### src/rtl/rv32i_pkg.sv
// Shared RV32I definitions: memory access size encodings and the data-memory controller FSM states.
package rv32i_pkg;

  localparam logic [1:0] SIZE_W    = 2'b00;
  localparam logic [1:0] SIZE_H    = 2'b01;
  localparam logic [1:0] SIZE_B    = 2'b10;
  localparam logic [1:0] SIZE_NONE = 2'b11;

  typedef enum logic [1:0] {
    StIdle = 2'b00,
    StWait = 2'b01,
    StDone = 2'b10
  } mem_ctrl_state_t;

endpackage

### src/rtl/data_mem_ctrl_align_check.sv
// Combinational alignment check: flags word accesses off a 4-byte boundary and
// half-word accesses off a 2-byte boundary. Byte and none never misalign.
module align_check (
  input  logic [1:0] size_i,
  input  logic [1:0] addr_lo_i,
  output logic       misaligned_o
);
  import rv32i_pkg::*;

  // Decode the access size against the low address bits.
  always_comb begin
    misaligned_o = 1'b0;
    unique case (size_i)
      SIZE_W:  misaligned_o = (addr_lo_i != 2'b00);
      SIZE_H:  misaligned_o = addr_lo_i[0];
      default: misaligned_o = 1'b0;
    endcase
  end

endmodule

### src/rtl/data_mem_ctrl.sv
// Data-memory controller between mem_stage and the external data bus.
// Runs a registered req/ack handshake, returns read data, stalls the pipeline
// while an access is outstanding, and flags misaligned accesses and timeouts.
module data_mem_ctrl #(
  parameter int unsigned TIMEOUT_CYCLES = 255,
  parameter int unsigned CNT_W          = 8
) (
  input  logic        clk,
  input  logic        rst,
  input  logic        require_mem_access,
  input  logic        write,
  input  logic [1:0]  size,
  input  logic [31:0] data_mem_addr,
  input  logic [31:0] data_to_mem,
  output logic        bus_req,
  output logic        bus_write,
  output logic [1:0]  bus_size,
  output logic [31:0] bus_addr,
  output logic [31:0] bus_wdata,
  input  logic        bus_ack_n,
  input  logic [31:0] bus_rdata,
  output logic [31:0] data_from_mem,
  output logic        data_mem_access_ready_n,
  output logic        stall,
  output logic        misaligned,
  output logic        timeout_err
);
  import rv32i_pkg::*;

  mem_ctrl_state_t state_q, state_d;
  logic [CNT_W-1:0] cnt_q, cnt_d, cnt_inc;
  logic             bus_req_q, bus_req_d;
  logic             bus_write_q, bus_write_d;
  logic [1:0]       bus_size_q, bus_size_d;
  logic [31:0]      bus_addr_q, bus_addr_d;
  logic [31:0]      bus_wdata_q, bus_wdata_d;
  logic [31:0]      rdata_q, rdata_d;
  logic             misaligned_q, misaligned_d;
  logic             timeout_q, timeout_d;

  logic addr_misaligned;
  logic req_active;
  logic valid_req;
  logic mis_req;
  logic timeout_hit;

  align_check u_align_check (
    .size_i       (size),
    .addr_lo_i    (data_mem_addr[1:0]),
    .misaligned_o (addr_misaligned)
  );

  assign req_active = require_mem_access && (size != SIZE_NONE);
  assign valid_req  = req_active && !addr_misaligned;
  assign mis_req    = req_active && addr_misaligned;

  // cnt_inc is the number of WAIT cycles including the current one.
  assign cnt_inc     = cnt_q + CNT_W'(1);
  assign timeout_hit = (cnt_inc == CNT_W'(TIMEOUT_CYCLES));

  // Next-state and next-register values; ack takes priority over timeout.
  always_comb begin
    state_d      = state_q;
    cnt_d        = cnt_q;
    bus_req_d    = bus_req_q;
    bus_write_d  = bus_write_q;
    bus_size_d   = bus_size_q;
    bus_addr_d   = bus_addr_q;
    bus_wdata_d  = bus_wdata_q;
    rdata_d      = rdata_q;
    misaligned_d = 1'b0;
    timeout_d    = timeout_q;
    unique case (state_q)
      StIdle: begin
        cnt_d = '0;
        if (valid_req) begin
          bus_req_d   = 1'b1;
          bus_write_d = write;
          bus_size_d  = size;
          bus_addr_d  = data_mem_addr;
          bus_wdata_d = data_to_mem;
          state_d     = StWait;
        end else if (mis_req) begin
          misaligned_d = 1'b1;
          rdata_d      = '0;
        end
      end
      StWait: begin
        cnt_d = cnt_inc;
        if (!bus_ack_n) begin
          if (!bus_write_q) begin
            rdata_d = bus_rdata;
          end
          bus_req_d = 1'b0;
          state_d   = StDone;
        end else if (timeout_hit) begin
          bus_req_d = 1'b0;
          timeout_d = 1'b1;
          rdata_d   = '0;
          state_d   = StDone;
        end
      end
      StDone: begin
        // The request still belongs to the instruction that just completed.
        cnt_d   = '0;
        state_d = StIdle;
      end
      default: begin
        cnt_d   = '0;
        state_d = StIdle;
      end
    endcase
  end

  // State and output registers; reset drops bus_req immediately.
  always_ff @(posedge clk or posedge rst) begin
    if (rst) begin
      state_q      <= StIdle;
      cnt_q        <= '0;
      bus_req_q    <= 1'b0;
      bus_write_q  <= 1'b0;
      bus_size_q   <= SIZE_NONE;
      bus_addr_q   <= '0;
      bus_wdata_q  <= '0;
      rdata_q      <= '0;
      misaligned_q <= 1'b0;
      timeout_q    <= 1'b0;
    end else begin
      state_q      <= state_d;
      cnt_q        <= cnt_d;
      bus_req_q    <= bus_req_d;
      bus_write_q  <= bus_write_d;
      bus_size_q   <= bus_size_d;
      bus_addr_q   <= bus_addr_d;
      bus_wdata_q  <= bus_wdata_d;
      rdata_q      <= rdata_d;
      misaligned_q <= misaligned_d;
      timeout_q    <= timeout_d;
    end
  end

  // Pipeline handshake: hold the pipeline from request detection until DONE.
  always_comb begin
    stall                   = ((state_q == StIdle) && valid_req) || (state_q == StWait);
    data_mem_access_ready_n = stall;
  end

  assign bus_req       = bus_req_q;
  assign bus_write     = bus_write_q;
  assign bus_size      = bus_size_q;
  assign bus_addr      = bus_addr_q;
  assign bus_wdata     = bus_wdata_q;
  assign data_from_mem = rdata_q;
  assign misaligned    = misaligned_q;
  assign timeout_err   = timeout_q;

endmodule

### config.mk
export PLATFORM = sky130hd
export DESIGN_NAME = data_mem_ctrl
export DESIGN_NICKNAME = d
export VERILOG_FILES = /design/src/rtl/rv32i_pkg.sv /design/src/rtl/data_mem_ctrl_align_check.sv /design/src/rtl/data_mem_ctrl.sv
export SDC_FILE = /design/constraint.sdc
export NUM_CORES = 1
export LEC_CHECK = 0
export BUFFER_PORTS_ARGS = -buffer_cell sky130_fd_sc_hd__buf_4
export CAP_MARGIN = 20
export CORE_MARGIN = 1
export CORE_UTILIZATION = 25
export DETAILED_ROUTE_END_ITERATION = 10
export PLACE_DENSITY = 0.57
export SETUP_SLACK_MARGIN = 0.2
export SYNTH_ARGS = -nofsm -noshare
export SYNTH_HDL_FRONTEND = slang
export SYNTH_SLANG_ARGS = --single-unit
### constraint.sdc
create_clock -name clk -period 4.9 [get_ports clk]
set_clock_uncertainty 0.15 [all_clocks]
set_input_delay 0.98 -clock clk [delete_from_list [all_inputs] [get_ports clk]]
set_output_delay 0.98 -clock clk [all_outputs]
set_load 0.01 [all_outputs]
==> Word level (Yosys, flattened, before mapping) <==
Index checks and enable logic that the tools add are counted.
{ "word_totals": {"ff_bits": 112, "wordCells": 54} }
{ "classes": {"add_sub_neg": 1, "eq_ne": 9, "n_mux": 19, "reduce_logical": 15} }
{ "ops": {"columns": ["cell", "n"], "rows": [
  ["$mux W32", 5],
  ["$pmux W32 S2", 1],
  ["$add A8 B1 Y8 const B", 1],
  ["$eq A8 B8 Y1 const B", 1],
  ["$mux W8", 1],
  ["$ne A2 B2 Y1 const B", 4],
  ["$mux W1", 6],
  ["$mux W2", 3],
  ["$ne A3 B3 Y1 const B", 2],
  ["$reduce_and A3 Y1", 2],
  ["$reduce_and A5 Y1", 1],
  ["$eq A2 B1 Y1 const B", 2],
  ["$logic_and A1 B1 Y1", 4],
  ["$logic_not A2 Y1", 2],
  ["$pmux W1 S2", 2],
  ["$pmux W2 S2", 1],
  ["$reduce_and A2 Y1", 2],
  ["$reduce_bool A2 Y1", 2],
  ["$logic_not A1 Y1", 1],
  ["$logic_or A1 B1 Y1", 1]
]} }

==> Longest topological paths before layout <==
{ "logic_depth": {"ltp_word": 6, "ltp_mapped": 7, "mapped_depth_nobuf": 5} }

==> Hierarchy <==
A second synthesis with hierarchy kept.
{ "unflattened": {"cells_unflattened": 349, "hier_area_um2": 4571.9} }
{ "modules_own_cells": {"columns": ["mod", "n_inst", "cells_per_inst", "area_per_inst_um2", "seq_area_each_um2"], "rows": [
  ["data_mem_ctrl", 1, 346, 4553.1, 2805.2],
  ["align_check", 1, 3, 18.8, 0.0]
]} }

==> Worst setup path after synthesis <==
No wires, ideal clock.
{ "synth_path": {"kind": "input -> output", "from": "input data_mem_addr[1]", "to": "output stall", "arrival_ns": 1.668, "required_time_ns": 3.770, "slack_ns": 2.102, "stages": 5, "path_cell_list": "nor2b_1 o21bai_1 nand2_1 nand2_1 buf_4"} }
{ "synth_between": {"elab_chain_cells": 6} }
{ "synth_rtl": {"columns": ["item", "line_no", "source"], "rows": [
  ["start: declaration", "data_mem_ctrl.sv:13", "input logic [31:0] data_mem_addr,"],
  ["$reduce_bool A2 Y1", "data_mem_ctrl_align_check.sv:14", "SIZE_W: misaligned_o = (addr_lo_i != 2'b00);"],
  ["$pmux W1 S2", "data_mem_ctrl_align_check.sv:13", "unique case (size_i)"],
  ["$logic_not A1 Y1", "data_mem_ctrl.sv:54", "assign valid_req = req_active && !addr_misaligned;"],
  ["$logic_and A1 B1 Y1", "data_mem_ctrl.sv:54", null],
  ["$logic_and A1 B1 Y1", "data_mem_ctrl.sv:144", "stall = ((state_q == StIdle) && valid_req) || (state_q == StWait);"],
  ["$logic_or A1 B1 Y1", "data_mem_ctrl.sv:144", null],
  ["end: declaration", "data_mem_ctrl.sv:24", "output logic stall,"]
]} }
No other way between the ends.

==> Worst setup path after layout <==
Same ends and word-level chain as after synthesis.

==> metrics <==
cell area power density=583 nW/um^2; final non-filler cell total=800; Max Fclk=0.313 GHz; main combinational cell family by area after synthesis=multiplexers; Pwr Total=4010 uW; Hold Crit Class=reg -> reg; synth top area cells=dfrtp_1, mux2_2, a21oi_1; final setup fails=0; distinct cell type count after synthesis=36; total grt overflow=0; Buf+Inv Stages, Crit Path=2; RSZ-0062 raised after global routing=false; post-synth net total=471; post-cts gate resize count=0; Crit-path slowest cell=o21bai_1; worst hold start=timeout_err$_DFFE_PP0P_; drt drc=0; CTS Hold Bufs=0; Setup CP Type=in -> out; Compound-Gate Fraction of Synth Area=14.3%; crit path launch type=input pin; Worst-Skew Late Latency=350 ps; Period Utilization, post-route=65.1%; Reg2Reg Depth=5; Stages on worst setup path=6; Critical Path AT=2060 ps; GRT Util Overall=12.9%; Critical Path Source=data_mem_addr[1]; DIE AREA=19800 um^2; top-area cell type share of the netlist area=57.2%; Peak VDD IR=0.000147 V; final net count=666; CTS H-tree depth=3; via count=3759; Req. time, crit path=3770 ps; YS warnings=0; synthesized area=4810 um^2; gpl congestion=0.699; drt wl/cell=15.7 um; Post-synth EDFFs=0; clk sinks=112; Root Buffer=clkbuf_16; Max clock buf depth=2; largest net degree at the start of global routing=73; post-route ant nets=0; share of cells above drive strength 1=54.1%; final core occ=36.6%; Leak Pwr=0.00325 uW; Critical R2R Launch=state_q[1]$_DFFE_PP0P_; die width=141 um; adder-cell share of the synthesized area=0.520%; CP Capture Type=output pin; Area Overhead vs Synth=42.7%; initial antenna violation count=0; # rows=50; Synth area leader=dfrtp_1; DIE HEIGHT=141 um; Rel. slew slack=32.2%; ys async rst share=100%; status=completed; Final Hold Viols=0; most used flip-flop cell after synthesis=dfrtp_1; slowest stage delay, CP=460 ps; Pre-Repair DR Iteration Count=4; TNS Setup=0 ps; Simple-Gate Fraction of Synth Area=4.08%; Post-Syn Area per Cell=13.2 um^2; MaxCap Viol Count=0; dpl cells=783; post-synthesis mux area share=17.4%; TritonCTS Buffers=9; post-synthesis xor/xnor area fraction=1.09%; I/O pins=207; flops & latches, synth=112; first-pass GRT wire length=20.1 mm; sequential fraction of the synthesis area=58.3%; diodes inserted=0; Hold Path Stages=2; CTS tree=built; core area=18800 um^2; clock-pin transition on the worst setup and hold timing paths=80 ps; Initial DRC Count=112; Initial Util=25.7%; DR vias/cell=4.70; number of port buffers=206; CP Max Fanout=5; Final Max Slew Viols=0; Top delay family on crit path=compound AO/OA/AOI/OAI gates; DRT Wirelength=12.5 mm; Critical Path, Cell by Cell=buf_4, nor2b_1, o21bai_1, nand2_1, nand2_1, buf_4; Period minus WS final=3190 ps; cells after synthesis=366; DP HPWL=8.71 mm; Worst-Margin Slew=1020 ps; # Post-CTS Setup Buffers=0; vias in the first global route=3832
==> per-layer routing <==
| metal | track usage (%) | share of wire [%] | vias to the layer above | wire [um] |
|---|---|---|---|---|
| li1 | - | - | 1737 | - |
| met1 | 15.8 | 44 | 1858 | 5480 |
| met2 | 21.4 | 47 | 151 | 5910 |
| met3 | 3.80 | 7.8 | 13 | 974 |
| met4 | 5.15 | 1.5 | 0 | 184 |
| met5 | 0 | 0 | - | 0 |
==> synth_stat cells, drive strengths merged, types with 4 or more instances <==
master    n
dfrtp   110
mux2     67
a21oi    66
a41oi    32
buf      22
nor2      9
clkbuf    7
inv       5
nand2     5
nand3     5
o21ai     4
xor2      4
==> cell usage in the layout (no fill, tap or decap), types with 4 or more instances in the layout <==
| cell | instances |
|---|---|
| inv_1 | 4 |
| xor2_1 | 4 |
| mux2_4 | 19 |
| a41oi_1 | 32 |
| nor2_1 | 9 |
| nand2_1 | 4 |
| a21oi_1 | 66 |
| nand3_1 | 5 |
| buf_4 | 211 |
| mux2_2 | 48 |
| dfrtp_1 | 110 |
| clkbuf_16 | 9 |
==> report_power, final <==
part | total, uW | switching (uW) | internal, uW
clock network | 754 | 351 | 402
logic | 1720 | 778 | 945
registers | 1530 | 225 | 1300
==> tightest hold or removal path, delay by kind of cell (launching register included) <==
kind            cells  cell delay, ps
compound gates      1              60
flops               1             360
buf+inv             1              40
==> flip-flops by register name, summed over array words and instances, names as in the netlist <==
register / flops
bus_addr: 32
bus_req: 1
bus_size: 2
bus_wdata: 32
bus_write: 1
cnt_q: 8
data_from_mem: 32
misaligned: 1
state_q: 2
timeout_err: 1
==> cell type report <==
| type | instances | area, um^2 |
|---|---|---|
| fill | 1841 | 11900 |
| sequential | 112 | 2810 |
| multi-input combinational | 220 | 1820 |
| timing repair buffer | 213 | 1630 |
| tap | 234 | 293 |
| clock buffer | 9 | 225 |
| clock inverter | 7 | 78.8 |
| inverter | 5 | 21.3 |
==> through the flow <==
stage / hold slack [ps] / setup WS, ps / area (um^2)
finish: 345 / 1710 / 6870
global route: 376 / 1630 / 6870
CTS: 352 / 1700 / 6840
detailed placement: 321 / 1670 / 6540
global placement: 325 / 1750 / 6540
floorplan: 340 / 814 / 4810
==> worst paths after layout <==
check | end | slack [ps]
worst max-delay path | stall | 1710
worst min-delay path | timeout_err$_DFFE_PP0P_ | 350
worst max register to register | data_from_mem[25]$_DFFE_PP0P_ | 2410
worst min register to register | timeout_err$_DFFE_PP0P_ | 350
max in group asynchronous | cnt_q[1]$_DFF_PP0_ | 2980
min in group asynchronous | bus_wdata[2]$_DFFE_PP0P_ | 660
==> kinds of logic after synthesis <==
group           after synthesis
flops                       112
compound gates              109
mux                          68
simple gates                 35
buf+inv                      34
xor+xnor                      6
fa+ha+maj                     2
Note: power is estimated with default switching activity, not from simulation.
